File: config.mk
export PLATFORM = sky130hd
export DESIGN_NAME = bit_serializer_flat
export DESIGN_NICKNAME = d
export VERILOG_FILES = /design/src/rtl/bit_serializer_pkg.sv /design/src/rtl/bit_serializer_if.sv /design/src/rtl/bit_serializer_ce_divider.sv /design/src/rtl/bit_serializer.sv /design/src/flat_wrapper.sv
export SDC_FILE = /design/constraint.sdc
export NUM_CORES = 1
export LEC_CHECK = 0
export ABC_AREA = 1
export CORE_MARGIN = 2
export CORE_UTILIZATION = 46
export DETAILED_ROUTE_END_ITERATION = 10
export PLACE_DENSITY = 0.75
export SYNTH_ARGS = -nofsm -noshare
export SYNTH_HDL_FRONTEND = slang
export SYNTH_SLANG_ARGS = --single-unit
File: constraint.sdc
create_clock -name i_clk -period 1.3 [get_ports i_clk]
set_input_delay 0.325 -clock i_clk [delete_from_list [all_inputs] [get_ports i_clk]]
set_output_delay 0.325 -clock i_clk [all_outputs]
set_load 0.005 [all_outputs]
File: src/rtl/bit_serializer_pkg.sv
// Shared definitions for the bit serializer and the comparison-pipe bench:
// state encodings, a width helper and the default word/strobe constants.
`timescale 1ns/1ps
package ser_pkg;

  localparam int SER_DW_DEFAULT      = 8;
  localparam int SER_CLK_DIV_DEFAULT = 4;

  typedef enum logic {
    ST_IDLE  = 1'b0,
    ST_SHIFT = 1'b1
  } ser_state_e;

  // Bits needed to hold values 0..value-1, never less than one bit so that
  // degenerate configurations (CLK_DIV==1) still get a legal vector.
  function automatic int clog2(input int value);
    int w;
    w = 1;
    while ((1 << w) < value) w++;
    return w;
  endfunction

endpackage

File: src/rtl/bit_serializer_if.sv
// Word-in / bit-out handshake bundle of the bit serializer.
// master: upstream word source and bit sink; slave: the serializer.
`timescale 1ns/1ps
interface bit_serializer_if
  import ser_pkg::*;
#(
  parameter int DW = SER_DW_DEFAULT
);

  logic          i_valid;
  logic [DW-1:0] i_word;
  logic          o_ready;
  logic          o_ce;
  logic          o_data;
  logic          o_busy;

  modport master (
    output i_valid, i_word,
    input  o_ready, o_ce, o_data, o_busy
  );

  modport slave (
    input  i_valid, i_word,
    output o_ready, o_ce, o_data, o_busy
  );

endinterface

File: src/rtl/bit_serializer_ce_divider.sv
// Modulo-DIV strobe divider: counts while enabled, wraps at DIV-1 and flags
// that terminal count combinationally. A synchronous clear restarts the period.
`timescale 1ns/1ps
module ce_divider
  import ser_pkg::*;
#(
  parameter int DIV = SER_CLK_DIV_DEFAULT
) (
  input  logic i_clk,
  input  logic i_reset_n,
  input  logic i_en,
  input  logic i_clr,
  output logic o_tc
);

  localparam int            CW   = clog2(DIV);
  localparam logic [CW-1:0] TERM = CW'(DIV - 1);

  logic [CW-1:0] div_cnt;

  // Terminal only counts while enabled so an idle serializer never strobes.
  assign o_tc = i_en && (div_cnt == TERM);

  // Period counter: clear wins, then wrap at terminal, else count when enabled.
  // NOTE: sequential state uses non-blocking (<=) so every flop samples the
  // pre-edge values and the order of statements cannot create races.
  always_ff @(posedge i_clk or negedge i_reset_n) begin
    if (!i_reset_n) begin
      div_cnt <= '0;
    end else if (i_clr || o_tc) begin
      div_cnt <= '0;
    end else if (i_en) begin
      div_cnt <= div_cnt + 1'b1;
    end
  end

`ifdef FORMAL
  // The counter never climbs past its terminal value.
  always_comb begin
    if (i_reset_n) assert (div_cnt <= TERM);
  end
`endif

endmodule

File: src/rtl/bit_serializer.sv
// Parallel-to-serial stimulus stage: accepts words on a valid/ready handshake
// and emits them one bit per o_ce strobe, one strobe every CLK_DIV cycles.
// Back-to-back words stream gaplessly (next word accepted on the last strobe).
// Build option: define SER_PARITY_EN to append an even-parity bit per word.
// FORMAL enables internal range and protocol assertions.
`timescale 1ns/1ps
module bit_serializer
  import ser_pkg::*;
#(
  parameter int DW        = SER_DW_DEFAULT,
  parameter int CLK_DIV   = SER_CLK_DIV_DEFAULT,
  parameter int LSB_FIRST = 1
) (
  input logic             i_clk,
  input logic             i_reset_n,
  bit_serializer_if.slave bus
);

`ifdef SER_PARITY_EN
  localparam int NBITS = DW + 1;
`else
  localparam int NBITS = DW;
`endif

  localparam int             BCW      = clog2(DW + 1);
  localparam logic [BCW-1:0] LAST_BIT = BCW'(NBITS - 1);

  ser_state_e     state_q;
  ser_state_e     state_d;
  logic [BCW-1:0] bit_cnt;
  logic [DW-1:0]  sreg;
  logic [DW-1:0]  sreg_shifted;
  logic           ce_q;
  logic           data_q;
  logic           next_bit;
  logic           tc;
  logic           last_term;
  logic           ready;
  logic           accept;
  logic           div_en;
`ifdef SER_PARITY_EN
  localparam logic [BCW-1:0] PAR_BIT = BCW'(DW);
  logic parity_q;
`endif

  // Strobe timing lives in the divider; it restarts its period on every accept.
  ce_divider #(
    .DIV (CLK_DIV)
  ) u_ce_divider (
    .i_clk     (i_clk),
    .i_reset_n (i_reset_n),
    .i_en      (div_en),
    .i_clr     (accept),
    .o_tc      (tc)
  );

  assign last_term = tc && (bit_cnt == LAST_BIT);
  assign accept    = bus.i_valid && ready;

  // State register.
  always_ff @(posedge i_clk or negedge i_reset_n) begin
    if (!i_reset_n) state_q <= ST_IDLE;
    else            state_q <= state_d;
  end

  // Next state: leave IDLE on accept, return only when the last bit goes out
  // with no follow-on word waiting.
  // NOTE: state_d gets a default first so no path through the case leaves it
  // unassigned, which would otherwise infer a latch.
  always_comb begin
    state_d = state_q;
    case (state_q)
      ST_IDLE:  if (accept)                 state_d = ST_SHIFT;
      ST_SHIFT: if (last_term && !accept)   state_d = ST_IDLE;
      default:                              state_d = ST_IDLE;
    endcase
  end

  // FSM outputs: ready in IDLE or on the final terminal cycle of a word.
  always_comb begin
    div_en = (state_q == ST_SHIFT);
    ready  = (state_q == ST_IDLE) || last_term;
  end

  // Bit presented at the send end of the shift register (or the parity bit).
  always_comb begin
    next_bit = (LSB_FIRST != 0) ? sreg[0] : sreg[DW-1];
`ifdef SER_PARITY_EN
    if (bit_cnt == PAR_BIT) next_bit = parity_q;
`endif
  end

  assign sreg_shifted = (LSB_FIRST != 0) ? (sreg >> 1) : (sreg << 1);

  // Datapath: load on accept, shift and strobe on each terminal count.
  always_ff @(posedge i_clk or negedge i_reset_n) begin
    if (!i_reset_n) begin
      sreg     <= '0;
      bit_cnt  <= '0;
      ce_q     <= 1'b0;
      data_q   <= 1'b0;
`ifdef SER_PARITY_EN
      parity_q <= 1'b0;
`endif
    end else begin
      ce_q <= tc;
      if (tc) data_q <= next_bit;
      if (accept) begin
        sreg     <= bus.i_word;
        bit_cnt  <= '0;
`ifdef SER_PARITY_EN
        parity_q <= ^bus.i_word;
`endif
      end else if (tc) begin
        sreg    <= sreg_shifted;
        bit_cnt <= last_term ? '0 : bit_cnt + 1'b1;
      end
    end
  end

  assign bus.o_ready = ready;
  assign bus.o_ce    = ce_q;
  assign bus.o_data  = data_q;
  assign bus.o_busy  = (state_q == ST_SHIFT);

`ifdef FORMAL
  logic [BCW-1:0] f_strobes;

  // Terminal counts seen since the current word was accepted.
  always_ff @(posedge i_clk or negedge i_reset_n) begin
    if (!i_reset_n)  f_strobes <= '0;
    else if (accept) f_strobes <= '0;
    else if (tc)     f_strobes <= f_strobes + 1'b1;
  end

  a_bit_range: assert property (@(posedge i_clk) disable iff (!i_reset_n)
    bit_cnt <= LAST_BIT);
  a_per_word: assert property (@(posedge i_clk) disable iff (!i_reset_n)
    last_term |-> (f_strobes == LAST_BIT));
  a_data_stable: assert property (@(posedge i_clk) disable iff (!i_reset_n)
    !$stable(data_q) |-> ce_q);
  if (CLK_DIV > 1) begin : g_ce_gap
    a_ce_gap: assert property (@(posedge i_clk) disable iff (!i_reset_n)
      ce_q |=> !ce_q);
  end
`endif

endmodule

File: src/flat_wrapper.sv
// flat-port wrapper written by rule: the top's interface ports become plain ports
module bit_serializer_flat import ser_pkg::*;
#(
  parameter int DW        = SER_DW_DEFAULT,
  parameter int CLK_DIV   = SER_CLK_DIV_DEFAULT,
  parameter int LSB_FIRST = 1
)
  (i_clk, i_reset_n, bus_i_valid, bus_i_word, bus_o_ready, bus_o_ce, bus_o_data, bus_o_busy);
  bit_serializer_if #(.DW(DW)) bus_i ();
  input logic i_clk;
  input logic i_reset_n;
  input wire logic [$bits(bus_i.i_valid)-1:0] bus_i_valid;
  input wire logic [$bits(bus_i.i_word)-1:0] bus_i_word;
  output wire logic [$bits(bus_i.o_ready)-1:0] bus_o_ready;
  output wire logic [$bits(bus_i.o_ce)-1:0] bus_o_ce;
  output wire logic [$bits(bus_i.o_data)-1:0] bus_o_data;
  output wire logic [$bits(bus_i.o_busy)-1:0] bus_o_busy;
  assign bus_i.i_valid = bus_i_valid;
  assign bus_i.i_word = bus_i_word;
  assign bus_o_ready = bus_i.o_ready;
  assign bus_o_ce = bus_i.o_ce;
  assign bus_o_data = bus_i.o_data;
  assign bus_o_busy = bus_i.o_busy;
  bit_serializer #(.DW(DW), .CLK_DIV(CLK_DIV), .LSB_FIRST(LSB_FIRST)) u_core (.i_clk(i_clk), .i_reset_n(i_reset_n), .bus(bus_i));
endmodule
==> results_dict.tcl <==
set metrics [dict create \
    status "complete, but fails checks" \
    violations "setup timing" \
    crit_fanout 2 \
    crit_buf_inv 1 \
    grt_pass1_wl_mm 3.13 \
    synth.top_cells.by_count "32 x nand2_1, 19 x nand3_1, 17 x dfrtp_1" \
    synth_cells 108 \
    period_needed_ns 1.54 \
    cp_top_family "flip-flops" \
    portBuffers 14 \
    max_freq_ghz 0.648 \
    startpoint_type "flip-flop" \
    die-area_sq_mm 0.00235 \
    synth_top_area_share_pct 46.7 \
    die_y_um 48.5 \
    ys_warn_count 0 \
    holdWs_ns 0.341 \
    dr.max_layer_used "met4" \
    arrival_ns 1.22 \
    numCtsBuffers 3 \
    drive_gt1_share_pct 22.9 \
    rsz0062_at_grt "true" \
    required_ns 0.98 \
    cts.sinks 17 \
    cp_cell_sequence "ha_2 -> nand3_4 -> o21bai_4 -> buf_2" \
    grt_max_degree 19 \
    antenna_found_initial 0 \
    vias 821 \
    path_class "flip-flop to output pin" \
    setup_ws_ns -0.242 \
    max-slew-margin-rel_pct 79.0 \
    cpMaxStageDelayCell "dfrtp_1" \
    power_frac_seq_pct 42.2 \
    wl_met2_um 997 \
    drc 0 \
    wl_mm 1.95 \
    tightest_slew_ns 0.315 \
    ir_worst_vdd_v 0.00116 \
    timing.final.crit_share_pct 119 \
    drv_cap 0 \
    synth-edff-count 0 \
    drt_pass1_iterations 4 \
    cts_root_buf "clkbuf_4" \
    yosysTopAreaCell "dfrtp_1" \
    skew_ns 0.00927 \
    ios 15 \
    layout.nets 154 \
    routedWlPerCell_um 11.7 \
    synth.most_common_cell "nand2_1" \
    start_util_pct 47.4 \
    synthArstFlopShare_pct 100 \
    crit_path_max_incr_delay_ns 0.38 \
    setup_viol 15 \
    core.rowCount 16 \
    p_per_area_mw_per_mm2 1610 \
    power.leakage_nw 0.641 \
    p_clk_share_pct 14.7 \
    worstSetupEndpointType "output pin" \
    intPower_mw 1.27 \
    syn_area_sq_um 911 \
    ant_nets 0 \
    grt_overflow 0 \
    drv_slew 0 \
    clkLatencyLatePin_ns 0.29 \
    drt_iter0_drc 16 \
    synth_ff_type "dfrtp_1" \
    vias_per_cell 4.92 \
    finish.utilization_pct 64.1 \
    cts.clk_slew.worst_paths_ns 0.11 \
    syn_avg_cell_area_sq_um 8.43 \
    switching_share_pct 35.8 \
    diodes 0 \
    wl_met1_um 868 \
    syn-num-nets 121 \
    cts_tree "done" \
    yosysUniqueCellTypes 23 \
    htreeDepth 1 \
    finalPower_mw 1.98 \
    hold_path.class "input pin to asynchronous set/reset pin" \
    area_growth_pct 35.3 \
    grt_pass1_vias 730 \
    cts_buffer_depth 2 \
    finalHoldViolCount 0 \
    synth_area_leaders "dfrtp_1 47%, nand2_1 13%, nand3_1 10%" \
    p_sw_mw 0.710 \
    ys_ff_latch 17 \
    comb_power_share_pct 43.1 \
    design.core.area_sq_mm 0.00192 \
    die_w_um 48.5 \
    gp_congestion 0.869 \
    dr_wl_met3_um 78 \
    grtUsageTotal_pct 17.2 \
    seq_area_frac_synth_pct 46.7 \
    dp_hpwl_mm 1.37 \
]
-- registers in the layout, summed over array words and instances (netlist names) --
name                         flops
u_core.u_ce_divider.div_cnt      2
u_core.sreg                      8
u_core.bus.o_busy                1
u_core.bus.o_data                1
u_core.bit_cnt                   4
u_core.bus.o_ce                  1
-- layout by cell type (no fill, tap or decap), drive strengths merged --
master          n
a21oi           2
buf            21
clkbuf          3
clkdlybuf4s15   1
clkdlybuf4s50  10
clkinv          2
dfrtp          17
dlygate4sd2     1
ha              2
inv            11
mux2i           1
nand2          34
nand3          21
nor2            6
o211ai          2
o21a            1
o21ai           1
o21bai          1
or3             1
xnor2           1
xor2            1
-- layout make-up --
class	count	area, sq um
Clock inverter	1	5.00
Inverter	12	45.0
Tap cell	27	33.8
Sequential cell	17	425
Fill cell	160	689
Clock buffer	3	22.5
Multi-Input combinational cell	74	422
Timing Repair Buffer	33	279
-- per-layer routing --
| layer | vias up | global-route usage [%] |
|---|---|---|
| met5 | - | 0 |
| met4 | 0 | 5.71 |
| met3 | 2 | 3.09 |
| met2 | 18 | 30.8 |
| met1 | 391 | 21.0 |
| li1 | 410 | - |
-- power groups by stage --
stage / sequential, mW / combinational (mW) / clock [mW]
after floorplan: 0.816 / 0.451 / 0
after global placement: 0.815 / 0.758 / 0
after detailed placement: 0.827 / 0.792 / 0
after CTS: 0.831 / 0.824 / 0.298
after global routing: 0.853 / 0.946 / 0.316
final: 0.837 / 0.855 / 0.291
-- cell families (layout without fill, tap and decap cells) --
kind of cell | after synthesis | count (layout) | synth area share, %
simple gates | 62 | 62 | 31.7
flops | 17 | 17 | 46.7
buf+inv | 17 | 49 | 9.61
compound gates | 7 | 7 | 6.18
fa+ha+maj | 2 | 2 | 2.75
xor+xnor | 2 | 2 | 1.92
mux | 1 | 1 | 1.10
-- stage by stage --
stage          instances  worst slack (ns)  area (sq um)  TNS, ns
2_1_floorplan        108          0.000192           911        0
3_3_place_gp         158            -0.298          1150    -1.57
3_5_place_dp         158            -0.323          1150    -2.12
4_1_cts              165            -0.223          1220    -1.01
5_1_grt              167            -0.296          1230    -2.69
6_report             167            -0.242          1230    -1.49
-- worst reg2reg max path: stages (launching register included) --
cell      delay [ns]
dfrtp_1         0.38
ha_2            0.22
nand3_4         0.09
o21bai_4        0.12
buf_4           0.21
nand2_8         0.12
nand2_1         0.11
nor2_1          0.05
-- path summary, 6_finish.rpt --
path / end / cells past startpoint / from / slack (ns)
worst max-delay path: bus_o_ready / 4 / u_core.bit_cnt[1] / -0.24
max in group asynchronous: u_core.bit_cnt[0] / 2 / i_reset_n / 0.76
min in group i_clk: u_core.bus.o_data / 2 / u_core.bus.o_data / 0.49
worst min-delay path: u_core.bit_cnt[3] / 2 / i_reset_n / 0.34
worst max register to register: u_core.u_ce_divider.div_cnt[1] / 7 / u_core.bit_cnt[1] / -0.11
worst min register to register: u_core.bus.o_data / 2 / u_core.bus.o_data / 0.49
-- repair_timing --
item / CTS / global route
endpoints found under the setup margin: 17 / 16
setup buffers: 3 / 2
pin swaps: 3 / 2
hold buffers: 0 / 0
hold endpoints to repair: 0 / 0
gates resized for setup: 16 / 1
No activity file was read; power rests on OpenSTA's default activity.
